==> config.mk <==
export PLATFORM = sky130hd
export DESIGN_NAME = alu_serial_seq_flat
export DESIGN_NICKNAME = d
export VERILOG_FILES = /design/src/rtl/alu_serial_seq_if.sv /design/src/rtl/alu_serial_seq.sv /design/src/flat_wrapper.sv
export SDC_FILE = /design/constraint.sdc
export NUM_CORES = 1
export LEC_CHECK = 0
export BUFFER_PORTS_ARGS = -buffer_cell sky130_fd_sc_hd__buf_2
export CORE_AREA = 2 2 90 92
export CTS_BUF_LIST = sky130_fd_sc_hd__clkbuf_2
export CTS_CLUSTER_DIAMETER = 80
export DETAILED_ROUTE_END_ITERATION = 12
export DIE_AREA = 0 0 92 94
export SETUP_SLACK_MARGIN = 0.3
export SYNTH_ARGS = -nofsm -noshare
export SYNTH_HDL_FRONTEND = slang
export SYNTH_SLANG_ARGS = --single-unit
export TNS_END_PERCENT = 10
==> constraint.sdc <==
create_clock -name clk -period 1.7 [get_ports clk]
set_input_delay 0.17 -clock clk [delete_from_list [all_inputs] [get_ports clk]]
set_output_delay 0.17 -clock clk [all_outputs]
set_load 0.01 [all_outputs]
==> src/rtl/alu_serial_seq_if.sv <==
// Operand/op request channel and result/flag response channel of alu_serial_seq.
interface alu_serial_seq_if #(
    parameter int WIDTH = 8
);
    logic             in_valid;
    logic             in_ready;
    logic [1:0]       op;
    logic [WIDTH-1:0] a;
    logic [WIDTH-1:0] b;
    logic             out_valid;
    logic             out_ready;
    logic [WIDTH-1:0] result;
    logic             carry;
    logic             zero;
    logic             overflow;

    modport master (
        output in_valid, op, a, b, out_ready,
        input  in_ready, out_valid, result, carry, zero, overflow
    );

    modport slave (
        input  in_valid, op, a, b, out_ready,
        output in_ready, out_valid, result, carry, zero, overflow
    );
endinterface

==> src/rtl/alu_serial_seq.sv <==
// Bit-serial ALU: one bit per clock, LSB first, through a 1-bit slice with registered carry.
// Optional signed-overflow flag enabled by defining ALU_OVERFLOW_EN.
module alu_serial_seq #(
    parameter int WIDTH = 8
) (
    input logic          clk,
    input logic          reset,
    alu_serial_seq_if.slave bus
);
    localparam int CNTW = $clog2(WIDTH);

    typedef enum logic [1:0] {IDLE, SHIFT, DONE} state_e;
    typedef enum logic [1:0] {OP_ADD, OP_SUB, OP_XOR, OP_NAND} op_e;

    state_e           state_q, state_d;
    op_e              op_q, op_d;
    logic [WIDTH-1:0] a_sh_q, a_sh_d;
    logic [WIDTH-1:0] b_sh_q, b_sh_d;
    logic [WIDTH-1:0] res_sh_q, res_sh_d;
    logic [CNTW-1:0]  cnt_q, cnt_d;
    logic             carry_reg_q, carry_reg_d;
    logic [WIDTH-1:0] result_q, result_d;
    logic             carry_q, carry_d;
    logic             zero_q, zero_d;

    logic             last_bit;
    logic             arith;
    logic             b_bit;
    logic             cout;
    logic             slice_bit;
    logic [WIDTH-1:0] final_res;

    assign last_bit = (cnt_q == CNTW'(WIDTH - 1));

    // 1-bit ALU slice; SUB feeds the inverted b bit and relies on carry_reg preset to 1.
    always_comb begin
        arith = (op_q == OP_ADD) || (op_q == OP_SUB);
        b_bit = (op_q == OP_SUB) ? ~b_sh_q[0] : b_sh_q[0];
        cout  = (a_sh_q[0] & b_bit) | (a_sh_q[0] & carry_reg_q) | (b_bit & carry_reg_q);
        case (op_q)
            OP_ADD, OP_SUB: slice_bit = a_sh_q[0] ^ b_bit ^ carry_reg_q;
            OP_XOR:         slice_bit = a_sh_q[0] ^ b_sh_q[0];
            OP_NAND:        slice_bit = ~(a_sh_q[0] & b_sh_q[0]);
            default:        slice_bit = 1'b0;
        endcase
        final_res = {slice_bit, res_sh_q[WIDTH-1:1]};
    end

    always_ff @(posedge clk) begin
        if (reset) begin
            state_q <= IDLE;
        end else begin
            state_q <= state_d;
        end
    end

    always_comb begin
        state_d = state_q;
        case (state_q)
            IDLE:    if (bus.in_valid) state_d = SHIFT;
            SHIFT:   if (last_bit) state_d = DONE;
            DONE:    if (bus.out_ready) state_d = IDLE;
            default: state_d = IDLE;
        endcase
    end

    always_comb begin
        op_d        = op_q;
        a_sh_d      = a_sh_q;
        b_sh_d      = b_sh_q;
        res_sh_d    = res_sh_q;
        cnt_d       = cnt_q;
        carry_reg_d = carry_reg_q;
        result_d    = result_q;
        carry_d     = carry_q;
        zero_d      = zero_q;
        case (state_q)
            IDLE: begin
                if (bus.in_valid) begin
                    op_d        = op_e'(bus.op);
                    a_sh_d      = bus.a;
                    b_sh_d      = bus.b;
                    res_sh_d    = '0;
                    cnt_d       = '0;
                    carry_reg_d = (op_e'(bus.op) == OP_SUB);
                end
            end
            SHIFT: begin
                a_sh_d      = a_sh_q >> 1;
                b_sh_d      = b_sh_q >> 1;
                res_sh_d    = final_res;
                cnt_d       = cnt_q + CNTW'(1);
                carry_reg_d = arith & cout;
                if (last_bit) begin
                    result_d = final_res;
                    carry_d  = arith & cout;
                    zero_d   = (final_res == '0);
                end
            end
            default: ;
        endcase
    end

    always_ff @(posedge clk) begin
        if (reset) begin
            op_q        <= OP_ADD;
            a_sh_q      <= '0;
            b_sh_q      <= '0;
            res_sh_q    <= '0;
            cnt_q       <= '0;
            carry_reg_q <= 1'b0;
            result_q    <= '0;
            carry_q     <= 1'b0;
            zero_q      <= 1'b0;
        end else begin
            op_q        <= op_d;
            a_sh_q      <= a_sh_d;
            b_sh_q      <= b_sh_d;
            res_sh_q    <= res_sh_d;
            cnt_q       <= cnt_d;
            carry_reg_q <= carry_reg_d;
            result_q    <= result_d;
            carry_q     <= carry_d;
            zero_q      <= zero_d;
        end
    end

    always_comb begin
        bus.in_ready  = (state_q == IDLE);
        bus.out_valid = (state_q == DONE);
        bus.result    = result_q;
        bus.carry     = carry_q;
        bus.zero      = zero_q;
    end

`ifdef ALU_OVERFLOW_EN
    logic overflow_q, overflow_d;

    // On the MSB edge carry_reg_q is the carry into the MSB and cout the carry out.
    always_comb begin
        overflow_d = overflow_q;
        if (state_q == SHIFT && last_bit) begin
            overflow_d = arith & (carry_reg_q ^ cout);
        end
    end

    always_ff @(posedge clk) begin
        if (reset) begin
            overflow_q <= 1'b0;
        end else begin
            overflow_q <= overflow_d;
        end
    end

    assign bus.overflow = overflow_q;
`else
    assign bus.overflow = 1'b0;
`endif
endmodule

==> src/flat_wrapper.sv <==
// flat-port wrapper written by rule: the top's interface ports become plain ports
module alu_serial_seq_flat 
#(
    parameter int WIDTH = 8
)
  (clk, reset, bus_in_valid, bus_op, bus_a, bus_b, bus_out_ready, bus_in_ready, bus_out_valid, bus_result, bus_carry, bus_zero, bus_overflow);
  alu_serial_seq_if #(.WIDTH(WIDTH)) bus_i ();
  input logic clk;
  input logic reset;
  input wire logic [$bits(bus_i.in_valid)-1:0] bus_in_valid;
  input wire logic [$bits(bus_i.op)-1:0] bus_op;
  input wire logic [$bits(bus_i.a)-1:0] bus_a;
  input wire logic [$bits(bus_i.b)-1:0] bus_b;
  input wire logic [$bits(bus_i.out_ready)-1:0] bus_out_ready;
  output wire logic [$bits(bus_i.in_ready)-1:0] bus_in_ready;
  output wire logic [$bits(bus_i.out_valid)-1:0] bus_out_valid;
  output wire logic [$bits(bus_i.result)-1:0] bus_result;
  output wire logic [$bits(bus_i.carry)-1:0] bus_carry;
  output wire logic [$bits(bus_i.zero)-1:0] bus_zero;
  output wire logic [$bits(bus_i.overflow)-1:0] bus_overflow;
  assign bus_i.in_valid = bus_in_valid;
  assign bus_i.op = bus_op;
  assign bus_i.a = bus_a;
  assign bus_i.b = bus_b;
  assign bus_i.out_ready = bus_out_ready;
  assign bus_in_ready = bus_i.in_ready;
  assign bus_out_valid = bus_i.out_valid;
  assign bus_result = bus_i.result;
  assign bus_carry = bus_i.carry;
  assign bus_zero = bus_i.zero;
  assign bus_overflow = bus_i.overflow;
  alu_serial_seq #(.WIDTH(WIDTH)) u_core (.clk(clk), .reset(reset), .bus(bus_i));
endmodule
==> impl_metrics.ini, run 1 <==
[sta]
timing.final.setup_violations = 0
final_min_period_over_clock_period_pct = 97.7
min_period_ns = 1.66
maxSlewViolCount = 0
clock_skew_ns = 0.0203
fmaxAchievable_mhz = 602
timing.hold.ws_ns = 0.0362
grt_setup_unrepaired = true
final_critical_path_setup_slack_ns = 0.0386
worst_slew_pin_slew_ns = 0.533
timing.final.hold_violations = 0
max-slew-margin-rel_pct = 64.5

[routing]
detail-route-antenna-nets = 0
count_of_vias_placed_by_the_detailed_router = 1527
detail_route.iter0.violations = 47
routed_via_density = 4.35
drt-total-wl_um = 3990
drt-pass1-iter-count = 4
dr_wl_cell_um = 11.4
post-route-drc-count = 0

[synth]
synth-seq-cells = 41
synth_top_area_share_pct = 44.0
syn_area_per_cell_um2 = 9.02
synth_nets = 233
yosysWarningCount = 0
synth_sequential_area_ratio_pct = 44.0
synthesis.area_um2 = 1870
synth.top_cells.by_area = dfxtp_1 (44%), nand2_1 (9.9%), a311oi_2 (8.0%)
postSynthCellCount = 207
netlist.top_cell.by_area = dfxtp_1
synthDistinctLibCells = 34

[global_route]
grt_first_pass_wirelength_um = 6590
grt_util_all_layers_pct = 9.53
number_of_global_route_vias_before_repair = 1414
grt_max_degree = 32
gr-total-overflow = 0
grt_antenna_before_repair = 0

[finish]
number_of_antenna_diodes = 0
fin_nets = 274
area.growth.synth_to_final_pct = 25.3
drive_gt1_share_pct = 33.3

[clocking]
h-tree-depth = 2
cts_buffer_depth = 2
cts.clk_slew.worst_paths_ns = 0.22
postCtsSetupRepairBufs = 0
cts_made_buffers = 5
cts_tree = done
cts.sinks = 41
cts_root_buf = clkbuf_2
clock_insertion_delay_worst_skew_ns = 0.39

[critical_path]
critical_path.startpoint_type = flop
crit_arrival_ns = 1.97
timing.critical_path.required_ns = 2.00
end_kind = flop
crit_fanout = 3
worstSetupPathType = reg -> reg

[placed_design]
io_buffers = 33
place_congestion = 0.742
detailedPlacementHpwl_um = 2640
detailedPlace.worstSlack_ns = -0.0112

[run_status]
status = finished, final reports clean

[pwr]
ir_worst_vdd_uv = 278
static-leakage-power_nw = 0.924
power.density_cell_area_nw_per_um2 = 750

[floorplanning]
core_region_area_um2 = 7610
die_height_um = 94
pin_count = 35
std_cell_rows = 32
dieWidth_um = 92
initial_utilization_pct = 24.5
floorplan.die_area_um2 = 8650

[flow_run]
cap_viol_max_count = 0

[min_path]
min-delay-path-class = in -> reg
[layer usage]
| metal | track usage (%) | wire (um) |
|---|---|---|
| met4 | 2.99 | 17 |
| met5 | 0 | 0 |
| met3 | 3.13 | 212 |
| met1 | 12.6 | 2000 |
| met2 | 14.8 | 1760 |
[synth_stat cells]
cell and count:
a211oi_2 1, a21oi_1 11, a22oi_1 10, a311oi_1 5, a311oi_2 10, and3b_1 1, buf_2 5, buf_4 5
buf_6 4, clkbuf_1 4, conb_1 1, dfxtp_1 41, fa_1 1, ha_1 3, inv_1 2, mux2i_1 3
nand2_1 49, nand2b_1 1, nand2b_2 1, nand3b_1 3, nor2_1 29, nor2b_1 4, nor2b_4 1, nor3_1 2
nor3b_2 1, nor4_1 1, o21ba_4 1, o21bai_1 1, o311ai_0 1, o311ai_1 1, o31a_1 1, o41ai_2 1
or2_2 1, xnor2_1 1
[cells by family (layout without fill, tap and decap cells)]
group | count (synthesis) | count (layout) | share of synthesized area, %
AO/OA/AOI/OAI | 43 | 43 | 21.6
XOR/XNOR | 1 | 1 | 0.469
adder cells (fa/ha/maj) | 4 | 4 | 3.08
buffers and inverters | 20 | 62 | 6.97
flip-flops | 41 | 41 | 44.0
multiplexers | 3 | 3 | 1.61
other | 1 | 1 | 0.201
AND/OR/NAND/NOR | 94 | 94 | 22.1
[worst max-delay path: stages, from the launching register on]
cell     delay [ns]
dfxtp_2        0.37
inv_2          0.06
nand2_2        0.06
xnor2_2        0.13
fa_1           0.43
or2_4          0.24
o31a_1         0.11
o41ai_2        0.18
[timing repair]
action,in CTS,in global routing
endpoints found under the setup margin,38,39
hold buffers,4,8
gates resized for setup,2,20
pin swaps,3,17
hold endpoints to repair,4,8
[where the power goes]
part,switching (mW),internal (mW),total [mW]
Combinational,0.151,0.149,0.299
Clock,0.321,0.0904,0.411
Sequential,0.0387,1.01,1.04
Total,0.510,1.25,1.76
[worst paths after layout]
kind / start / end / slack (ns) / cells after the start
worst max-delay path: u_core.op_q[1]$_SDFFE_PP0P_ / u_core.bus.zero$_SDFFE_PP0P_ / 0.04 / 7
worst min-delay path: bus_op[1] / u_core.op_q[1]$_SDFFE_PP0P_ / 0.04 / 3
worst max register to register: u_core.op_q[1]$_SDFFE_PP0P_ / u_core.bus.zero$_SDFFE_PP0P_ / 0.04 / 7
worst min register to register: u_core.bus.result[6]$_SDFFE_PP0P_ / u_core.bus.result[6]$_SDFFE_PP0P_ / 0.46 / 2
[cell usage in the layout (no fill, tap or decap), drive strengths merged]
cell          n
dfxtp        41
ha            3
nor3          2
and3b         1
nor2         29
a21oi        11
a211oi        1
conb          1
buf          40
fa            1
nor3b         1
o21ba         1
inv           2
nor4          1
dlygate4sd3  12
nor2b         5
a22oi        10
nand2b        2
o41ai         1
nand3b        3
clkinv        3
o311ai        2
o21bai        1
nand2        49
xnor2         1
o31a          1
a311oi       15
clkbuf        5
or2           1
mux2i         3
[final cells by class]
class,instances,area (um^2)
clock buffers,5,25.0
clock inverters,3,12.5
fillers,842,5270
inverters,2,7.51
multi-input cells,146,975
flip-flops and latches,41,830
well taps,102,128
repair buffers,52,363
[through the flow]
| step | cells | TNS (ns) | utilization [%] | instance area [um^2] | total power, mW |
|---|---|---|---|---|---|
| after floorplan | 207 | 0 | - | 1870 | 1.26 |
| after global placement | 331 | 0 | 27.8 | 2120 | 1.32 |
| after detailed placement | 331 | -0.0112 | 27.8 | 2120 | 1.32 |
| after CTS | 343 | 0 | 29.0 | 2210 | 1.74 |
| after global routing | 351 | -0.0206 | 30.8 | 2340 | 1.86 |
| final | 351 | 0 | 30.8 | 2340 | 1.76 |
(Power assumes the default switching activity.)
==> inputs of run 2 (changes only) <==
PLACE_DENSITY = 0.43   (was default)
==> impl_metrics.ini, run 2 (synthesized netlist as in run 1, its figures left out) <==
[pwr]
switching_share_pct = 28.4
cell_internal_power_dissipation_mw = 1.24
share_comb_of_total_power_pct = 16.8
fin_total_pwr_mw = 1.73
ir_worst_vdd_uv = 298
share_clk_of_total_power_pct = 23.1
power.density_cell_area_nw_per_um2 = 751
switchingPower_mw = 0.492
static-leakage-power_nw = 0.940
power.sequential.fraction_pct = 60.0

[clocking]
clock_insertion_delay_worst_skew_ns = 0.39
cts.sinks = 41
h-tree-depth = 2
cts_tree = done
cts.clk_slew.worst_paths_ns = 0.19
cts_made_buffers = 5
cts_root_buf = clkbuf_2
cts_buffer_depth = 2

[critical_path]
timing.critical_path.required_ns = 2.01
crit_arrival_ns = 1.93
critical_path_s_slowest_cell = fa_1
timing.rr.start = u_core.op_q[1]$_SDFFE_PP0P_
end_kind = flop
crit_chain = inv_2, nand2_2, xnor2_2, fa_1, or2_4, o31a_1, o41ai_2
timing.critical_path.slowest_cell_delay_ns = 0.42
crit_fanout = 3
critical_path.startpoint_type = flop
critical_path.startpoint = u_core.op_q[1]$_SDFFE_PP0P_
worstSetupPathType = reg -> reg

[routing]
top_layer_used = met4
dr_wl_cell_um = 11.7
drt-pass1-iter-count = 4
detail-route-antenna-nets = 0
drt-met1-wl_um = 2100
count_of_vias_placed_by_the_detailed_router = 1546
met2_wirelength_um = 1790
drt-total-wl_um = 4120
post-route-drc-count = 0
routed_via_density = 4.39
detail_route.iter0.violations = 54
dr_wl_met3_um = 198

[sta]
final_critical_path_setup_slack_ns = 0.0786
maxSlewViolCount = 0
clock_skew_ns = 0.0137
worst_slew_pin_slew_ns = 0.514
grt_setup_unrepaired = true
max-slew-margin-rel_pct = 65.7
min_period_ns = 1.62
final_min_period_over_clock_period_pct = 95.4
timing.setup.tns_ns = 0
timing.final.hold_violations = 0
timing.final.setup_violations = 0
fmaxAchievable_mhz = 617

[floorplanning]
initial_utilization_pct = 24.5
std_cell_rows = 32
core_region_area_um2 = 7610
floorplan.die_area_um2 = 8650
die_height_um = 94
pin_count = 35
dieWidth_um = 92

[placed_design]
io_buffers = 33
detailedPlace.worstSlack_ns = 0.00725
detailedPlacementHpwl_um = 2780
place_congestion = 0.713
placed_cells = 334

[finish]
instances_no_fill = 352
layout_common_cells = nand2_1 (48), dfxtp_1 (38), buf_2 (34)
postLayoutCoreUtil_pct = 30.3
area.growth.synth_to_final_pct = 23.6
fin_nets = 275
most_common_cell_after_layout_fill_and_taps_aside = nand2_1
drive_gt1_share_pct = 29.6
number_of_antenna_diodes = 0

[global_route]
gr-total-overflow = 0
grt_max_degree = 32
grt_util_all_layers_pct = 9.81
number_of_global_route_vias_before_repair = 1383
grt_antenna_before_repair = 0
grt_first_pass_wirelength_um = 6690

[min_path]
worst_hold_startpoint = bus_a[0]
min-delay-path-class = in -> reg

[flow_run]
cap_viol_max_count = 0

[run_status]
status = finished, final reports clean
run 2: cell types whose count changed in the layout (fill, tap and decap cells not counted):
cell           delta
nor2_1           +12
nor2_2           -11
dlygate4sd3_1     -3
buf_4             +2
buf_12            +1
buf_2             +1
nor2_4            -1
nor2b_1           +1
nor2b_4           -1
run 2: final cells by class:
type,count,area [um^2]
Clock buffer,5,25.0
Clock inverter,3,12.5
Fill cell,848,5300
Inverter,2,7.51
Multi-Input combinational cell,146,932
Sequential cell,41,830
Tap cell,102,128
Timing Repair Buffer,53,373
run 2: metal layers:
layer	up-vias	GRT usage [%]
met4	0	2.99
met5	-	0
met1	714	13.4
li1	794	-
met2	33	14.8
met3	5	3.13
run 2: worst max-delay path, delay by kind of cell (launching register included):
kind                       cells  cell delay [ns]
and+or+nand+nor                2             0.29
DFF                            1             0.36
buffers and inverters          1             0.05
AOI/OAI and AO/OA              2             0.29
xor gates and xnor gates       1             0.13
adders and majority gates      1             0.42
run 2: power groups by stage:
stage	Combinational, mW	Sequential, mW	Clock [mW]
floorplan	0.212	1.05	0
global placement	0.274	1.06	0
detailed placement	0.277	1.06	0
CTS	0.294	1.04	0.436
global route	0.325	1.05	0.463
finish	0.292	1.04	0.401
run 2: through the flow:
step,hold WS (ns),cell area [um^2]
final,0.0350,2310
after floorplan,0.317,1870
after detailed placement,0.416,2150
after CTS,0.00116,2280
after global placement,0.419,2150
after global routing,0.0113,2310
run 2: path summary, 6_finish.rpt:
path | slack [ns] | cells after the start | to
worst max-delay path | 0.08 | 7 | u_core.bus.zero$_SDFFE_PP0P_
worst min-delay path | 0.03 | 3 | u_core.a_sh_q[0]$_SDFFE_PP0P_
worst min register to register | 0.46 | 2 | u_core.bus.result[3]$_SDFFE_PP0P_
worst max register to register | 0.08 | 7 | u_core.bus.zero$_SDFFE_PP0P_
run 2: timing repair:
item / in CTS / in global routing
pin swaps: 3 / 0
resized for setup: 3 / 4
hold endpoints to repair: 8 / 1
setup endpoints to repair: 36 / 30
buffers inserted: 0 / 1
cloned: 0 / 0
hold buffers: 8 / 1
